### src/rtl/fifo_pkg.sv
`default_nettype none
// ============================================================================
// Module   : fifo_pkg
// Purpose  : Shared sizing constants and types for the FIFO pointer/status
//            controller and its pointer sub-module.
// Revision : 1.0 - initial release
// ============================================================================
package fifo_pkg;

  // Default pointer width; the FIFO holds 2**FIFO_ADDR_WIDTH words.
  localparam int FIFO_ADDR_WIDTH = 3;

  // Number of storage slots at the default pointer width.
  localparam int FIFO_DEPTH = 1 << FIFO_ADDR_WIDTH;

  // Pointer into the storage array at the default width.
  typedef logic [FIFO_ADDR_WIDTH-1:0] ptr_t;

  // Occupancy count at the default width; one extra bit so DEPTH is representable.
  typedef logic [FIFO_ADDR_WIDTH:0] cnt_t;

  // Level flags decoded purely from the registered occupancy count.
  typedef struct packed {
    logic full;
    logic empty;
    logic almost_full;
    logic almost_empty;
  } fifo_status_t;

endpackage : fifo_pkg
`default_nettype wire

### src/rtl/fifo_ptr.sv
`default_nettype none
// ============================================================================
// Module   : fifo_ptr
// Purpose  : Wrapping ADDR_WIDTH-bit pointer. Advances by one on each clock
//            with inc high, rolling from DEPTH-1 back to 0.
// Revision : 1.0 - initial release
// ============================================================================
module fifo_ptr
  import fifo_pkg::*;
#(
  parameter int ADDR_WIDTH = FIFO_ADDR_WIDTH
) (
  input  logic                  clk,
  input  logic                  reset,
  input  logic                  inc,
  output logic [ADDR_WIDTH-1:0] ptr
);

  localparam logic [ADDR_WIDTH-1:0] PTR_LAST = {ADDR_WIDTH{1'b1}};
  localparam logic [ADDR_WIDTH-1:0] PTR_ZERO = {ADDR_WIDTH{1'b0}};
  localparam logic [ADDR_WIDTH-1:0] PTR_ONE  = {{(ADDR_WIDTH-1){1'b0}}, 1'b1};

  logic [ADDR_WIDTH-1:0] ptr_d;
  logic [ADDR_WIDTH-1:0] ptr_q;

  // Next pointer: hold, or step forward with an explicit wrap at the last slot.
  always_comb begin
    ptr_d = ptr_q;
    if (inc) begin
      if (ptr_q == PTR_LAST) begin
        ptr_d = PTR_ZERO;
      end else begin
        ptr_d = ptr_q + PTR_ONE;
      end
    end
  end

  // Pointer register with synchronous reset to slot 0.
  always_ff @(posedge clk) begin
    if (reset) begin
      ptr_q <= PTR_ZERO;
    end else begin
      ptr_q <= ptr_d;
    end
  end

  assign ptr = ptr_q;

endmodule : fifo_ptr
`default_nettype wire

### src/rtl/fifo_ctrl.sv
`default_nettype none
// ============================================================================
// Module   : fifo_ctrl
// Purpose  : Pointer and status controller for a synchronous FWFT FIFO.
//            Drives the storage write strobe and write/read addresses, keeps
//            the occupancy count, and reports level flags plus one-cycle
//            overflow/underflow pulses.
// Revision : 1.0 - initial release
// ============================================================================
module fifo_ctrl
  import fifo_pkg::*;
#(
  parameter int ADDR_WIDTH = FIFO_ADDR_WIDTH,
  parameter int AF_LEVEL   = 6,
  parameter int AE_LEVEL   = 2
) (
  input  logic                  clk,
  input  logic                  reset,
  input  logic                  wr,
  input  logic                  rd,
  output logic                  w_en,
  output logic [ADDR_WIDTH-1:0] w_addr,
  output logic [ADDR_WIDTH-1:0] r_addr,
  output logic                  full,
  output logic                  empty,
  output logic                  almost_full,
  output logic                  almost_empty,
  output logic [ADDR_WIDTH:0]   count,
  output logic                  overflow,
  output logic                  underflow
);

  localparam int DEPTH = 1 << ADDR_WIDTH;

  // Count-domain constants, sized to the count register.
  localparam logic [ADDR_WIDTH:0] CNT_ZERO = {(ADDR_WIDTH+1){1'b0}};
  localparam logic [ADDR_WIDTH:0] CNT_ONE  = {{ADDR_WIDTH{1'b0}}, 1'b1};
  localparam logic [ADDR_WIDTH:0] CNT_FULL = (ADDR_WIDTH+1)'(DEPTH);
  localparam logic [ADDR_WIDTH:0] CNT_AF   = (ADDR_WIDTH+1)'(AF_LEVEL);
  localparam logic [ADDR_WIDTH:0] CNT_AE   = (ADDR_WIDTH+1)'(AE_LEVEL);

  logic [ADDR_WIDTH:0] cnt_d;
  logic [ADDR_WIDTH:0] cnt_q;
  logic                overflow_d;
  logic                overflow_q;
  logic                underflow_d;
  logic                underflow_q;
  logic                push_ok;
  logic                pop_ok;
  fifo_status_t        status;

  // Level flags come from the registered count only, never from wr/rd.
  always_comb begin
    status              = '0;
    status.full         = (cnt_q == CNT_FULL);
    status.empty        = (cnt_q == CNT_ZERO);
    status.almost_full  = (cnt_q >= CNT_AF);
    status.almost_empty = (cnt_q <= CNT_AE);
  end

  // Accept decisions. A push into a full FIFO is allowed when a pop frees the
  // head slot in the same cycle; reset suppresses both so nothing is written.
  always_comb begin
    push_ok = wr & (~status.full | rd) & ~reset;
    pop_ok  = rd & ~status.empty & ~reset;
  end

  // Occupancy and error-pulse next state.
  always_comb begin
    cnt_d = cnt_q;
    unique case ({push_ok, pop_ok})
      2'b10:   cnt_d = cnt_q + CNT_ONE;
      2'b01:   cnt_d = cnt_q - CNT_ONE;
      default: cnt_d = cnt_q;
    endcase
    overflow_d  = wr & status.full & ~rd;
    underflow_d = rd & status.empty;
  end

  // Count and error-pulse registers, cleared by synchronous reset.
  always_ff @(posedge clk) begin
    if (reset) begin
      cnt_q       <= CNT_ZERO;
      overflow_q  <= 1'b0;
      underflow_q <= 1'b0;
    end else begin
      cnt_q       <= cnt_d;
      overflow_q  <= overflow_d;
      underflow_q <= underflow_d;
    end
  end

  // Write pointer: addresses the slot the next accepted push lands in.
  fifo_ptr #(
    .ADDR_WIDTH (ADDR_WIDTH)
  ) u_w_ptr (
    .clk   (clk),
    .reset (reset),
    .inc   (push_ok),
    .ptr   (w_addr)
  );

  // Read pointer: always addresses the current head word.
  fifo_ptr #(
    .ADDR_WIDTH (ADDR_WIDTH)
  ) u_r_ptr (
    .clk   (clk),
    .reset (reset),
    .inc   (pop_ok),
    .ptr   (r_addr)
  );

  assign w_en         = push_ok;
  assign full         = status.full;
  assign empty        = status.empty;
  assign almost_full  = status.almost_full;
  assign almost_empty = status.almost_empty;
  assign count        = cnt_q;
  assign overflow     = overflow_q;
  assign underflow    = underflow_q;

endmodule : fifo_ctrl
`default_nettype wire

### config.mk
export PLATFORM = sky130hd
export DESIGN_NAME = fifo_ctrl
export DESIGN_NICKNAME = d
export VERILOG_FILES = /design/src/rtl/fifo_pkg.sv /design/src/rtl/fifo_ptr.sv /design/src/rtl/fifo_ctrl.sv
export SDC_FILE = /design/constraint.sdc
export NUM_CORES = 1
export LEC_CHECK = 0
export CAP_MARGIN = 25
export CORE_UTILIZATION = 37
export CTS_CLUSTER_DIAMETER = 100
export DETAILED_ROUTE_END_ITERATION = 7
export PLACE_DENSITY = 0.69
export RECOVER_POWER = 50
export SLEW_MARGIN = 10
export SYNTH_ARGS = -nofsm -noshare
export SYNTH_HDL_FRONTEND = slang
export SYNTH_HIERARCHICAL = 1
export SYNTH_SLANG_ARGS = --single-unit
### constraint.sdc
create_clock -name clk -period 2.55 [get_ports clk]
set_input_delay 0.51 -clock clk [delete_from_list [all_inputs] [get_ports clk]]
set_output_delay 0.51 -clock clk [all_outputs]
set_load 0.01 [all_outputs]
# Word-level counts from Yosys, hierarchy flattened
# Index checks and enable logic that the tools add are counted.
op_classes:
  addsub: 4
  order_cmp: 2
  eq_ne: 5
  n_mux: 3
  bitwise_logic: 12
  n_reduce_logical: 2
ops:
  columns: ["op", "count"]
  rows:
  - ["$pmux W4 S2", 1]
  - ["$and A1 B1 Y1", 7]
  - ["$add A3 B1 Y3 const B", 2]
  - ["$eq A3 B3 Y1 const B", 2]
  - ["$mux W3", 2]
  - ["$add A4 B1 Y4 const B", 1]
  - ["$eq A4 B4 Y1 const B", 1]
  - ["$ge A4 B3 Y1 const B", 1]
  - ["$le A4 B2 Y1 const B", 1]
  - ["$logic_not A4 Y1", 1]
  - ["$not A1 Y1", 4]
  - ["$sub A4 B1 Y4 const B", 1]
  - ["$eq A2 B1 Y1 const B", 1]
  - ["$eq A2 B2 Y1 const B", 1]
  - ["$reduce_bool A2 Y1", 1]
  - ["$or A1 B1 Y1", 1]
word_totals:
  reg_bits: 12
  input_bits: 4
  output_inout_bits: 17

# Longest topological paths before layout
depth:
  word_depth: 7
  ltp_mapped: 10
  depth_no_buf: 10

# By module
# Netlist, hierarchy kept.
by_module_without_submodules:
  columns: ["module", "n_inst", "cells_each", "area_each_um2"]
  rows:
  - ["fifo_ctrl", 1, 40, 356.6]
  - ["fifo_ptr", 2, 13, 141.4]

# Worst setup path before layout
# OpenSTA, ideal clock, no wires.
synth_timing:
  kind: "flip-flop to flip-flop"
  startpoint: "register cnt_q[0] (netlist: count[0])"
  endpoint: "register cnt_q[3] (netlist: count[3])"
  setup_time_ns: 0.070
  arrival_ns: 2.591
  required_ns: 2.480
  setup_slack_ns: -0.111
  path_stages_with_launch: 9
  path_buffers: 0
  path_cell_list: "dfxtp_1 -> nor4_1 -> nor3b_1 -> ha_1 -> ha_1 -> a21oi_1 -> a21oi_1 -> or4_1 -> a21oi_1"
synth_lines:
  columns: ["element", "line_no", "text"]
  rows:
  - ["start: declaration", "fifo_ctrl.sv:43", "logic [ADDR_WIDTH:0] cnt_q;"]
  - ["start signal: assignment", "fifo_ctrl.sv:87", "cnt_q <= cnt_d;"]
  - ["$logic_not A4 Y1 *", "fifo_ctrl.sv:56", "status.empty = (cnt_q == CNT_ZERO);"]
  - ["via empty", "fifo_ctrl.sv:25", "output logic empty,"]
  - ["$not A1 Y1 *", "fifo_ctrl.sv:65", "pop_ok = rd & ~status.empty & ~reset;"]
  - ["$and A1 B1 Y1 * (2 in a row)", "fifo_ctrl.sv:65", null]
  - ["via pop_ok", "fifo_ctrl.sv:49", "logic pop_ok;"]
  - ["$eq A2 B1 Y1 / $eq A2 B2 Y1 (equally long branches)", "fifo_ctrl.sv:71", "unique case ({push_ok, pop_ok})"]
  - ["$pmux W4 S2 / $reduce_bool A2 Y1 (equally long branches)", null, null]
# Mark *: on every way through the listed nets, which the timed path passes. The rest lies on a longest branch.
# A chain may end at the register's enable or synchronous reset.

# Worst setup path in the final report
layout_timing:
  startpoint: "input rd"
  endpoint: "output w_en"
layout_between:
  elab_chain_len: 3
layout_rtl:
  columns: ["element", "line_no", "text"]
  rows:
  - ["start: declaration", "fifo_ctrl.sv:20", "input logic rd,"]
  - ["$or A1 B1 Y1", "fifo_ctrl.sv:64", "push_ok = wr & (~status.full | rd) & ~reset;"]
  - ["$and A1 B1 Y1 (2 in a row)", "fifo_ctrl.sv:64", null]
  - ["end: declaration", "fifo_ctrl.sv:21", "output logic w_en,"]
# Every way passes these cells.

==> results.ini <==
[placed_design]
place.gp.congestion=0.687
dp_hpwl_um=1060
dpl.cell_count=113
portBuffers=20

[timing]
clock_skew_ps=1.95
fmax_mhz=406
max_slew_margin_pct=67.4
timing.final.crit_share_pct=96.5
period_minus_slack_ps=2460
setup_viol=0
worstMarginPinSlew_ps=489
slew_violations=0
final_hold_viol_count=0
whs_ps=487

[setup_path]
r2r_slack_ps=200
slowest_stage=clkdlybuf4s50_1
rr_worst_depth=9
cp.arrival_ps=1950
timing.rr.start=count[3]
startpoint=rd
crit_cells=6
worstPathMaxFanout=3
worstSetupEndpointType=primary output
path_class=in2out
cp-start-kind=primary input
max_stage_delay_ps=530
cp.required_ps=2040
crit_chain=clkdlybuf4s50_1 > nand2b_1 > nand3b_1 > buf_4 > inv_1 > clkdlybuf4s50_1
crit_end=w_en
cpMostUsedCell=clkdlybuf4s50_1
cp.buffers_inverters=4
r2r_end=count[3]
crit_family=buffers and inverters

[grt]
grtUsageTotal_pct=15.0
grt_max_degree=11
grt_pass1_wl_um=2090
antenna_found_initial=0
gr-total-overflow=0
grt_pass1_vias=498

[final_layout]
final_layout_size_suffix_gt1_share_pct=21.8
fillers=137
synthToLayoutAreaGrowth_pct=58.9
layout.cells.non_filler=117
final_nets=114
n_antenna_cell=0

[run_status]
violations=design-rule violations
outcome=complete, but fails checks

[yosys]
avgSynthCellArea_um2=9.69
synthArstFlopShare_pct=0
synth_area_leader_cell=dfxtp_1
ys.flop_type=dfxtp_1
ys_ff_latch=12
ys_warn_count=6
synth-edff-count=0
syn_inst=66
yosysMostFrequentCell=dfxtp_1
yosys-top-cells-area=dfxtp_1 (38%), ha_1 (14%), a21oi_1 (5.5%)
yosys-top-cells-count=dfxtp_1 (12), a21oi_1 (7), ha_1 (7), nor2_1 (7), nand2b_1 (5)
ys_seq_area_share_pct=37.6
ys_types=23
syn_nets=78
syn_area_um2=639
synth_top_area_share_pct=37.6

[clock_network]
clockBufferDepth=2
cts_tree=yes
cts_setup_buffers=0
cts_buffers=3
cts_sinks=12
cts_root_buf=clkbuf_4
cts_hold_buffers=0
clk_pin_slew_ps=80
cts_resized=0
htreeDepth=1
clk_latency_ps=280

[floorplanning]
initial_core_util_pct=41.0
io_pins=21
coreArea_um2=1560
rows=14
die_h_um=43.6
die_w_um=43.6
dieArea_um2=1900

[pwr]
peakVddDrop_mv=0.334
leakagePower_nw=0.428
power_density_nw_per_um2=508
finalPower_uw=517

[routing]
drc=4
first_pass_iters=5
wl_per_cell_um=11.4
drt_iter0_markers=14
wirelength_um=1330
ant_nets=0
vias=583
viasPerCell=4.98

[job]
cap_violations=0

[hold_path]
hp-class=reg2reg
hp-start=u_r_ptr/ptr[1]

==> placed cells by master, fill, tap and decap left out, types with 3 or more instances in the layout <==
master and n:
clkbuf_4 3, nor2_1 7, clkbuf_1 3, nand3b_1 3
a21oi_1 6, buf_4 9, dlygate4sd3_1 7, nand2b_1 5
inv_1 4, dfxtp_1 12, clkdlybuf4s50_1 13, ha_1 5
a21oi_2 3
==> routing by layer <==
metal | vias up | track usage, % | share of wire (%)
li1 | 309 | - | -
met5 | - | 0 | 0
met1 | 259 | 19.5 | 51
met4 | 0 | 5.63 | 1.8
met3 | 2 | 5.00 | 3.9
met2 | 13 | 23.0 | 44
==> registers in the layout, indices dropped and copies added, names as in the netlist <==
| name | cells |
|---|---|
| overflow | 1 |
| u_w_ptr/ptr | 3 |
| underflow | 1 |
| count | 4 |
| u_r_ptr/ptr | 3 |
==> power by group <==
group          leakage (nW)  internal, mW  total (mW)  switching (mW)
sequential           0.0975         0.199       0.211          0.0128
clock                0.0210        0.0869       0.153          0.0665
combinational         0.309        0.0836       0.152          0.0682
==> through the flow <==
stage	TNS (ps)	cell area, um^2	util, %	worst slack (ps)
after global placement	-269	958	61.5	-226
after global routing	-0.676	1020	65.2	-0.676
after floorplan	0	652	-	39.8
final	0	1020	65.2	88.2
after CTS	0	995	63.8	75.2
after detailed placement	-196	958	61.5	-192
==> kinds of logic (layout without fill, tap and decap cells) <==
| group | count (synthesis) | after routing | synth area share [%] |
|---|---|---|---|
| XOR/XNOR | 2 | 2 | 2.74 |
| AO/OA/AOI/OAI | 12 | 12 | 11.7 |
| flip-flops | 12 | 12 | 37.6 |
| multiplexers | 2 | 2 | 3.13 |
| buffers and inverters | 5 | 40 | 2.93 |
| AND/OR/NAND/NOR | 25 | 25 | 25.1 |
| adder cells (fa/ha/maj) | 8 | 8 | 16.8 |
==> worst min-delay path, stage by stage (launching register included) <==
cell and delay [ps]:
dfxtp_1 330, nand2b_1 70, a21oi_1 50
==> cell type report <==
type | instances | area (um^2) | share of cell area [%]
inverter | 4 | 15.0 | 1.48
clock buffer | 4 | 36.3 | 3.57
multi-input combinational | 49 | 425 | 41.9
tap | 16 | 20.0 | 1.97
timing repair buffer | 32 | 279 | 27.5
sequential | 12 | 240 | 23.6
==> how the worst min path moves through the flow <==
stage	endpoint	slack, ps	cells past startpoint
4_1_cts	u_r_ptr/ptr[1]	490	2
5_1_grt	u_w_ptr/ptr[1]	530	2
3_3_place_gp	u_r_ptr/ptr[1]	470	2
2_1_floorplan	u_w_ptr/ptr[1]	500	2
3_5_place_dp	u_r_ptr/ptr[1]	480	2
6_report	u_r_ptr/ptr[1]	490	2
Note: power is estimated with default switching activity, not from simulation.
